==> config.mk <==
export PLATFORM = sky130hd
export DESIGN_NAME = sprite_renderer
export DESIGN_NICKNAME = d
export VERILOG_FILES = /design/src/rtl/sprite_renderer.sv
export SDC_FILE = /design/constraint.sdc
export NUM_CORES = 1
export LEC_CHECK = 0
export ABC_AREA = 0
export CAP_MARGIN = 20
export CORE_UTILIZATION = 54
export CTS_BUF_LIST = sky130_fd_sc_hd__clkbuf_4 sky130_fd_sc_hd__clkbuf_8 sky130_fd_sc_hd__clkbuf_16
export DETAILED_ROUTE_END_ITERATION = 8
export GPL_ROUTABILITY_DRIVEN = 0
export HOLD_SLACK_MARGIN = 0.08
export PLACE_DENSITY = 0.81
export SYNTH_ARGS = -nofsm -noshare
export SYNTH_HDL_FRONTEND = slang
export SYNTH_SLANG_ARGS = --single-unit
==> constraint.sdc <==
create_clock -name vga_clk -period 1.79 [get_ports vga_clk]
set_clock_uncertainty 0.1 [all_clocks]
set_input_delay 0.2685 -clock vga_clk [delete_from_list [all_inputs] [get_ports vga_clk]]
set_output_delay 0.2685 -clock vga_clk [all_outputs]
set_load 0.005 [all_outputs]
==> src/rtl/sprite_renderer.sv <==
// Draws one of NUM_SPRITES packed ROM sprites at an offset, with index transparency
// and a blinking highlight border. The pipeline is aligned to the ROM read latency.
module sprite_renderer #(
  parameter int              SPRITE_W        = 55,
  parameter int              SPRITE_H        = 55,
  parameter int              NUM_SPRITES     = 12,
  parameter int              IDX_W           = 4,
  parameter int              ROM_LATENCY     = 1,
  parameter logic [IDX_W-1:0] TRANSPARENT_IDX = '0,
  parameter int              BORDER_W        = 2,
  parameter int              BLINK_FRAMES    = 30,
  parameter logic [11:0]     HIGHLIGHT_RGB   = 12'hFF0,
  localparam int             SEL_W           = (NUM_SPRITES > 1) ? $clog2(NUM_SPRITES) : 1,
  localparam int             ADDR_W          = $clog2(NUM_SPRITES * SPRITE_W * SPRITE_H)
) (
  input  logic              vga_clk,
  input  logic              reset,
  input  logic              frame_start,
  input  logic [9:0]        DrawX,
  input  logic [9:0]        DrawY,
  input  logic [9:0]        offsetX,
  input  logic [9:0]        offsetY,
  input  logic [SEL_W-1:0]  sprite_sel,
  input  logic              selected,
  output logic [ADDR_W-1:0] rom_addr,
  input  logic [IDX_W-1:0]  rom_q,
  output logic [IDX_W-1:0]  pal_idx,
  input  logic [3:0]        pal_red,
  input  logic [3:0]        pal_green,
  input  logic [3:0]        pal_blue,
  output logic [3:0]        red,
  output logic [3:0]        green,
  output logic [3:0]        blue,
  output logic              sprite_on,
  output logic              border_on
);

  localparam logic [9:0]        W10    = 10'(SPRITE_W);
  localparam logic [9:0]        H10    = 10'(SPRITE_H);
  localparam logic [9:0]        BW10   = 10'(BORDER_W);
  localparam logic [9:0]        W_IN   = 10'(SPRITE_W - BORDER_W);
  localparam logic [9:0]        H_IN   = 10'(SPRITE_H - BORDER_W);
  localparam logic [SEL_W:0]    NSPR   = (SEL_W + 1)'(NUM_SPRITES);
  localparam logic [ADDR_W-1:0] FRAME  = ADDR_W'(SPRITE_W * SPRITE_H);
  localparam logic [ADDR_W-1:0] STRIDE = ADDR_W'(SPRITE_W);
  localparam int                CNT_W  = (BLINK_FRAMES > 1) ? $clog2(BLINK_FRAMES) : 1;
  localparam logic [CNT_W-1:0]  LAST   = CNT_W'(BLINK_FRAMES - 1);

  logic [9:0]        lx, ly;
  logic              in_box, valid, border;
  logic [ADDR_W-1:0] pix_addr;

  assign lx = DrawX - offsetX;
  assign ly = DrawY - offsetY;

  // The >= guards reject pixels left of/above the sprite before the wrapped lx/ly is trusted.
  assign in_box = (DrawX >= offsetX) && (DrawY >= offsetY) && (lx < W10) && (ly < H10);
  assign valid  = in_box && ({1'b0, sprite_sel} < NSPR);
  assign border = valid && ((lx < BW10) || (lx >= W_IN) || (ly < BW10) || (ly >= H_IN));

  assign pix_addr = ADDR_W'(sprite_sel) * FRAME + ADDR_W'(ly) * STRIDE + ADDR_W'(lx);

  // Bit 0 is loaded alongside rom_addr; bit ROM_LATENCY lines up with valid rom_q.
  logic [ROM_LATENCY:0] v_pipe, b_pipe, s_pipe;

  // NOTE: sequential state uses non-blocking assignments so every register samples pre-edge values.
  always_ff @(posedge vga_clk or posedge reset) begin
    if (reset) begin
      rom_addr <= '0;
      v_pipe   <= '0;
      b_pipe   <= '0;
      s_pipe   <= '0;
    end else begin
      rom_addr <= valid ? pix_addr : '0;
      v_pipe   <= {v_pipe[ROM_LATENCY-1:0], valid};
      b_pipe   <= {b_pipe[ROM_LATENCY-1:0], border};
      s_pipe   <= {s_pipe[ROM_LATENCY-1:0], selected};
    end
  end

  logic [CNT_W-1:0] blink_cnt;
  logic             blink_phase;

  always_ff @(posedge vga_clk or posedge reset) begin
    if (reset) begin
      blink_cnt   <= '0;
      blink_phase <= 1'b1;
    end else if (frame_start) begin
      if (blink_cnt == LAST) begin
        blink_cnt   <= '0;
        blink_phase <= ~blink_phase;
      end else begin
        blink_cnt <= blink_cnt + 1'b1;
      end
    end
  end

  assign pal_idx = rom_q;

  logic        nxt_on, nxt_border;
  logic [11:0] nxt_rgb;

  // NOTE: every output of this block gets a default first, so no latch is inferred.
  always_comb begin
    nxt_on     = 1'b0;
    nxt_border = 1'b0;
    nxt_rgb    = '0;
    if (v_pipe[ROM_LATENCY] && b_pipe[ROM_LATENCY] && s_pipe[ROM_LATENCY] && blink_phase) begin
      nxt_on     = 1'b1;
      nxt_border = 1'b1;
      nxt_rgb    = HIGHLIGHT_RGB;
    end else if (v_pipe[ROM_LATENCY] && (rom_q != TRANSPARENT_IDX)) begin
      nxt_on  = 1'b1;
      nxt_rgb = {pal_red, pal_green, pal_blue};
    end
  end

  always_ff @(posedge vga_clk or posedge reset) begin
    if (reset) begin
      red       <= '0;
      green     <= '0;
      blue      <= '0;
      sprite_on <= 1'b0;
      border_on <= 1'b0;
    end else begin
      {red, green, blue} <= nxt_rgb;
      sprite_on          <= nxt_on;
      border_on          <= nxt_border;
    end
  end

endmodule

==> results.toml, run 1 <==
[yosys]
yosysMostFrequentCell = "inv_1"
ys_warn_count = 0
avgSynthCellArea_um2 = 9.18
ys_top_cells_by_area = "fa_1, dfrtp_1, ha_1"
yosysSeqAreaShare_pct = 20.1
synthTopCellsByCount = "inv_1, ha_1, fa_1"
synth_top_area_cell = "fa_1"
syn-num-nets = 759
synth.cell_area_um2 = 5230
ys_async_sr_fraction_pct = 100
dominantRegCellSynth = "dfrtp_1"
netlist_instances = 570
ys_types = 65
synth_top_area_share_pct = 19.9
synth_edf_count = 0
synth.ff_latch_count = 42

[clock_network]
clock_sinks = 42
cts-hold-fix-buffers = 0
htree_levels = 2
cts-root-buf = "clkbuf_8"
numCtsBuffers = 5
clock_path_buffers = 2

[floorplanning]
ios = 98
chipWidth_um = 100
die-height_um = 100
row_count = 35
initial_core_util_pct = 56.1

[placement]
io_buffer_count = 97
dpl_cell_area_um2 = 7430
dp_slack_ns = -5.00
place_hpwl_mm = 11.8

[run_status]
error = "[ERROR GRT-0232] Routing congestion too high. Check the congestion heatmap in the GUI."
lastStage = "global routing (5_1_grt)"
status = "stopped before the end"

[grt]
grt_overflow_total = 55
grt_antenna_before_repair = 3
track_usage_pct = 74.5
grt_max_degree = 43

[sta]
crit_endpoint = "rom_addr[15]$_DFF_PP0_/D"
worst-ep-kind = "register input"
-- routing by layer --
metal | GRT overflow | GRT usage (%)
met1 | 0 | 71.6
met2 | 39 | 94.5
met3 | 0 | 58.1
met4 | 16 | 79.8
met5 | 0 | 11.3
-- through the flow --
step                      utilization, %  hold WS, ns  std cells
after floorplan                        -        0.200        570
after CTS                           89.0        0.227        936
after detailed placement            79.7        0.236        903
after global placement              79.7        0.232        903
-- timing repair --
action	in CTS
cloned	1
endpoints found under the hold margin	0
endpoints found under the setup margin	18
setup buffers	25
resized for setup	159
pin swaps	76
-- cell families after synthesis --
| family | Yosys count | synth area share, % |
|---|---|---|
| buf+inv | 146 | 11.3 |
| simple gates | 132 | 13.0 |
| fa+ha+maj | 126 | 37.6 |
| compound gates | 93 | 12.8 |
| flops | 42 | 20.1 |
| xor+xnor | 30 | 5.02 |
| mux | 1 | 0.191 |
==> inputs of run 2 (changes only) <==
==> config.mk (replaced) <==
export PLATFORM = sky130hd
export DESIGN_NAME = sprite_renderer
export DESIGN_NICKNAME = d
export VERILOG_FILES = /design/src/rtl/sprite_renderer.sv
export SDC_FILE = /design/constraint.sdc
export NUM_CORES = 1
export LEC_CHECK = 0
export ABC_AREA = 0
export CAP_MARGIN = 20
export CORE_UTILIZATION = 40
export DETAILED_ROUTE_END_ITERATION = 8
export GPL_ROUTABILITY_DRIVEN = 0
export PLACE_DENSITY_LB_ADDON = 0.15
export SYNTH_ARGS = -nofsm -noshare
export SYNTH_HDL_FRONTEND = slang
export SYNTH_SLANG_ARGS = --single-unit
==> results.toml, run 2 <==
[yosys]
synth_top_area_share_pct = 19.9
synthTopCellsByCount = "inv_1, ha_1, fa_1"
avgSynthCellArea_um2 = 9.18
syn-num-nets = 759
synth.ff_latch_count = 42
synth_top_area_cell = "fa_1"
ys_top_cells_by_area = "fa_1, dfrtp_1, ha_1"
ys_warn_count = 0
yosysSeqAreaShare_pct = 20.1
dominantRegCellSynth = "dfrtp_1"
yosysMostFrequentCell = "inv_1"
synth_edf_count = 0
synth.cell_area_um2 = 5230
ys_types = 65
netlist_instances = 570
ys_async_sr_fraction_pct = 100

[grt]
grt_overflow_total = 0
grt_pass1_vias = 5278
track_usage_pct = 23.0
grt_max_degree = 43
grt_pass1_wl_mm = 24.1
grt_antenna_before_repair = 0

[floorplanning]
row_count = 41
initial_core_util_pct = 41.3
coreArea_um2 = 12700
chipWidth_um = 116
ios = 98
die-height_um = 116
die-area_um2 = 13500

[clock_network]
clock_sinks = 42
htree_levels = 2
clkLatencyLatePin_ns = 0.28
cts_tree = "done"
cts-root-buf = "clkbuf_16"
clock_path_buffers = 2
numCtsBuffers = 5
clkTransAtPathRegs_ns = 0.06
cts-hold-fix-buffers = 0

[drt]
ant_nets = 0
vias = 4947
post_drt_wl_per_cell_um = 14.4
drt_first_pass_iters = 4
drc_errors = 0
drt_iter0_markers = 108
avgViaCountPerCell = 4.89
wirelength_mm = 14.5

[critical_path]
cp-endpoint = "rom_addr[15]"
startpoint_type = "input pin"
startpoint = "DrawY[0]"
r2r_slack_ns = 0.36
rr_startpoint = "blink_cnt[1]"
arrival_ns = 6.01
required_ns = 1.91
cpPeakStageDelay_ns = 0.57
crit_path_max_fanout = 4
worst-setup-path-type = "in2reg"
endpoint_kind = "register"
reg2regPathDepth = 6
critPathMostFrequentCell = "fa_2"
slowest_stage = "fa_1"
r2r-end = "blink_cnt[2]"

[layout]
layout_commonest_cell = "buf_4"
syn_to_final_growth_pct = 68.2
diodes = 0
reg_top3 = "rom_addr: 16 flops, blink_cnt: 5 flops"
fillers = 938
top_register = "rom_addr"
largest_register_ffs = 16
mostFrequentLayoutCells = "buf_4, inv_1, clkdlybuf4s50_1, ha_1, fa_1"
nets = 1028
layout-drive-gt1-share_pct = 41.3

[sta]
slew_violations = 0
post-route-min-period_ns = 5.89
worst_slack_ns = -4.10
slew_headroom_pct = 74.2
clock.fmax_ghz = 0.170
setup_viol = 18
worstMarginPinSlew_ns = 0.384
rsz0062_at_grt = "yes"
final_hold_viol_count = 0
finalCritPeriodShare_pct = 329

[min_path]
hold_class = "in2async"

[placement]
place_hpwl_mm = 11.1
dp_slack_ns = -4.86
io_buffer_count = 97

[run_status]
status = "complete, but fails checks"
failed_checks = "setup timing"

[flow_run]
maxCapViolations = 0
run 2: cell counts after synthesis:
No cell type changed its count.
run 2: repair_timing:
| action | CTS | global route |
|---|---|---|
| resized for setup | 154 | 90 |
| pin swaps | 56 | 79 |
| buffers inserted | 49 | 23 |
| cloned | 1 | 0 |
| setup endpoints to repair | 18 | 18 |
run 2: routing by layer:
metal / GRT usage (%) / wire length (um) / up-vias / share of wire [%]
li1: - / - / 2402 / -
met1: 24.8 / 5800 / 2402 / 40
met2: 45.2 / 7910 / 113 / 54
met3: 1.97 / 451 / 30 / 3.1
met4: 10.4 / 369 / 0 / 2.5
met5: 0 / 0 / - / 0
run 2: how the worst min path moves through the flow:
stage	from	to	slack [ns]	depth (start not counted)
after CTS	reset	rom_addr[8]	0.23	3
after global routing	v_pipe[0]	v_pipe[1]	0.25	0
after detailed placement	v_pipe[0]	v_pipe[1]	0.23	0
after floorplan	selected	s_pipe[0]	0.20	0
final	reset	rom_addr[9]	0.22	3
after global placement	v_pipe[0]	v_pipe[1]	0.23	0
run 2: cell type report:
cell class	count	area [um2]	area share (%)
tap	172	215	2.45
multi-input combinational	382	4410	50.2
clock inverter	3	40.0	0.455
inverter	131	519	5.90
clock buffer	5	125	1.42
timing repair buffer	277	2430	27.7
sequential	42	1050	12.0
run 2: critical path: cells and delay by family:
kind,cells,cell delay [ns]
XOR/XNOR,2,0.29
buffers and inverters,6,0.62
AO/OA/AOI/OAI,6,1.10
AND/OR/NAND/NOR,6,0.99
adder cells (fa/ha/maj),7,2.73
run 2: stage by stage:
step	cells	hold slack [ns]	instance area [um2]	utilization, %	setup TNS (ns)
after floorplan	570	0.200	5490	-	-48.82
after global placement	957	0.231	7570	59.7	-64.66
after detailed placement	957	0.235	7570	59.7	-65.48
after CTS	1008	0.226	8490	67.0	-61.14
after global routing	1012	0.249	8800	69.4	-55.40
final	1012	0.221	8800	69.4	-52.69
run 2: cell families after synthesis:
logic type,after synthesis,synth area share [%]
flops,42,20.1
xor+xnor,30,5.02
mux,1,0.191
compound gates,93,12.8
simple gates,132,13.0
buf+inv,146,11.3
fa+ha+maj,126,37.6
Power of run 2 is not shown: default switching activity piles up to over one toggle a cycle in this logic, so the estimate is an artifact.
==> inputs of run 3 (changes only) <==
--- a/config.mk
+++ b/config.mk
@@ -7,6 +7,8 @@
 export LEC_CHECK = 0
 export ABC_AREA = 0
 export CAP_MARGIN = 20
+export CELL_PAD_IN_SITES_DETAIL_PLACEMENT = 1
+export CELL_PAD_IN_SITES_GLOBAL_PLACEMENT = 1
 export CORE_UTILIZATION = 40
 export DETAILED_ROUTE_END_ITERATION = 8
 export GPL_ROUTABILITY_DRIVEN = 0
==> results.toml, run 3 <==
[yosys]
ys_async_sr_fraction_pct = 100
ys_types = 65
ys_warn_count = 0
dominantRegCellSynth = "dfrtp_1"
synth.cell_area_um2 = 5230
syn-num-nets = 759
yosysSeqAreaShare_pct = 20.1
synth_edf_count = 0
synth_top_area_share_pct = 19.9
netlist_instances = 570
yosysMostFrequentCell = "inv_1"
synth_top_area_cell = "fa_1"
synthTopCellsByCount = "inv_1, ha_1, fa_1"
avgSynthCellArea_um2 = 9.18
ys_top_cells_by_area = "fa_1, dfrtp_1, ha_1"
synth.ff_latch_count = 42

[floorplanning]
die-height_um = 116
row_count = 41
initial_core_util_pct = 41.3
ios = 98
chipWidth_um = 116

[clock_network]
htree_levels = 2
clock_sinks = 42
cts-root-buf = "clkbuf_16"
numCtsBuffers = 5
clock_path_buffers = 2

[run_status]
status = "stopped before the end"
error = "[ERROR DPL-0033] detailed placement checks failed during check placement."
lastStage = "global routing (5_1_grt)"

[grt]
grt_max_degree = 35
grt_antenna_before_repair = 4

[sta]
crit_endpoint = "rom_addr[15]$_DFF_PP0_/D"
worst-ep-kind = "register input"

[placement]
place_inst = 953
place_hpwl_mm = 13.8
io_buffer_count = 97
-- run 3: metrics by stage --
| step | setup TNS, ns | setup WS, ns | area (um2) | utilization [%] |
|---|---|---|---|---|
| after floorplan | -48.82 | -4.04 | 5490 | - |
| after global placement | -64.26 | -4.73 | 7550 | 59.6 |
| after detailed placement | -66.66 | -4.93 | 7550 | 59.6 |
| after CTS | -52.31 | -4.07 | 8860 | 70.0 |
-- run 3: repair_timing --
item                       in CTS
gates resized for setup       186
cloned                          1
pin swaps                     100
setup endpoints to repair      18
setup buffers                  60
hold buffers                    0
-- run 3: cells by family after synthesis --
family	count (synthesis)	share of synthesized area [%]
flip-flops	42	20.1
AO/OA/AOI/OAI	93	12.8
buffers and inverters	146	11.3
adder cells (fa/ha/maj)	126	37.6
AND/OR/NAND/NOR	132	13.0
multiplexers	1	0.191
XOR/XNOR	30	5.02
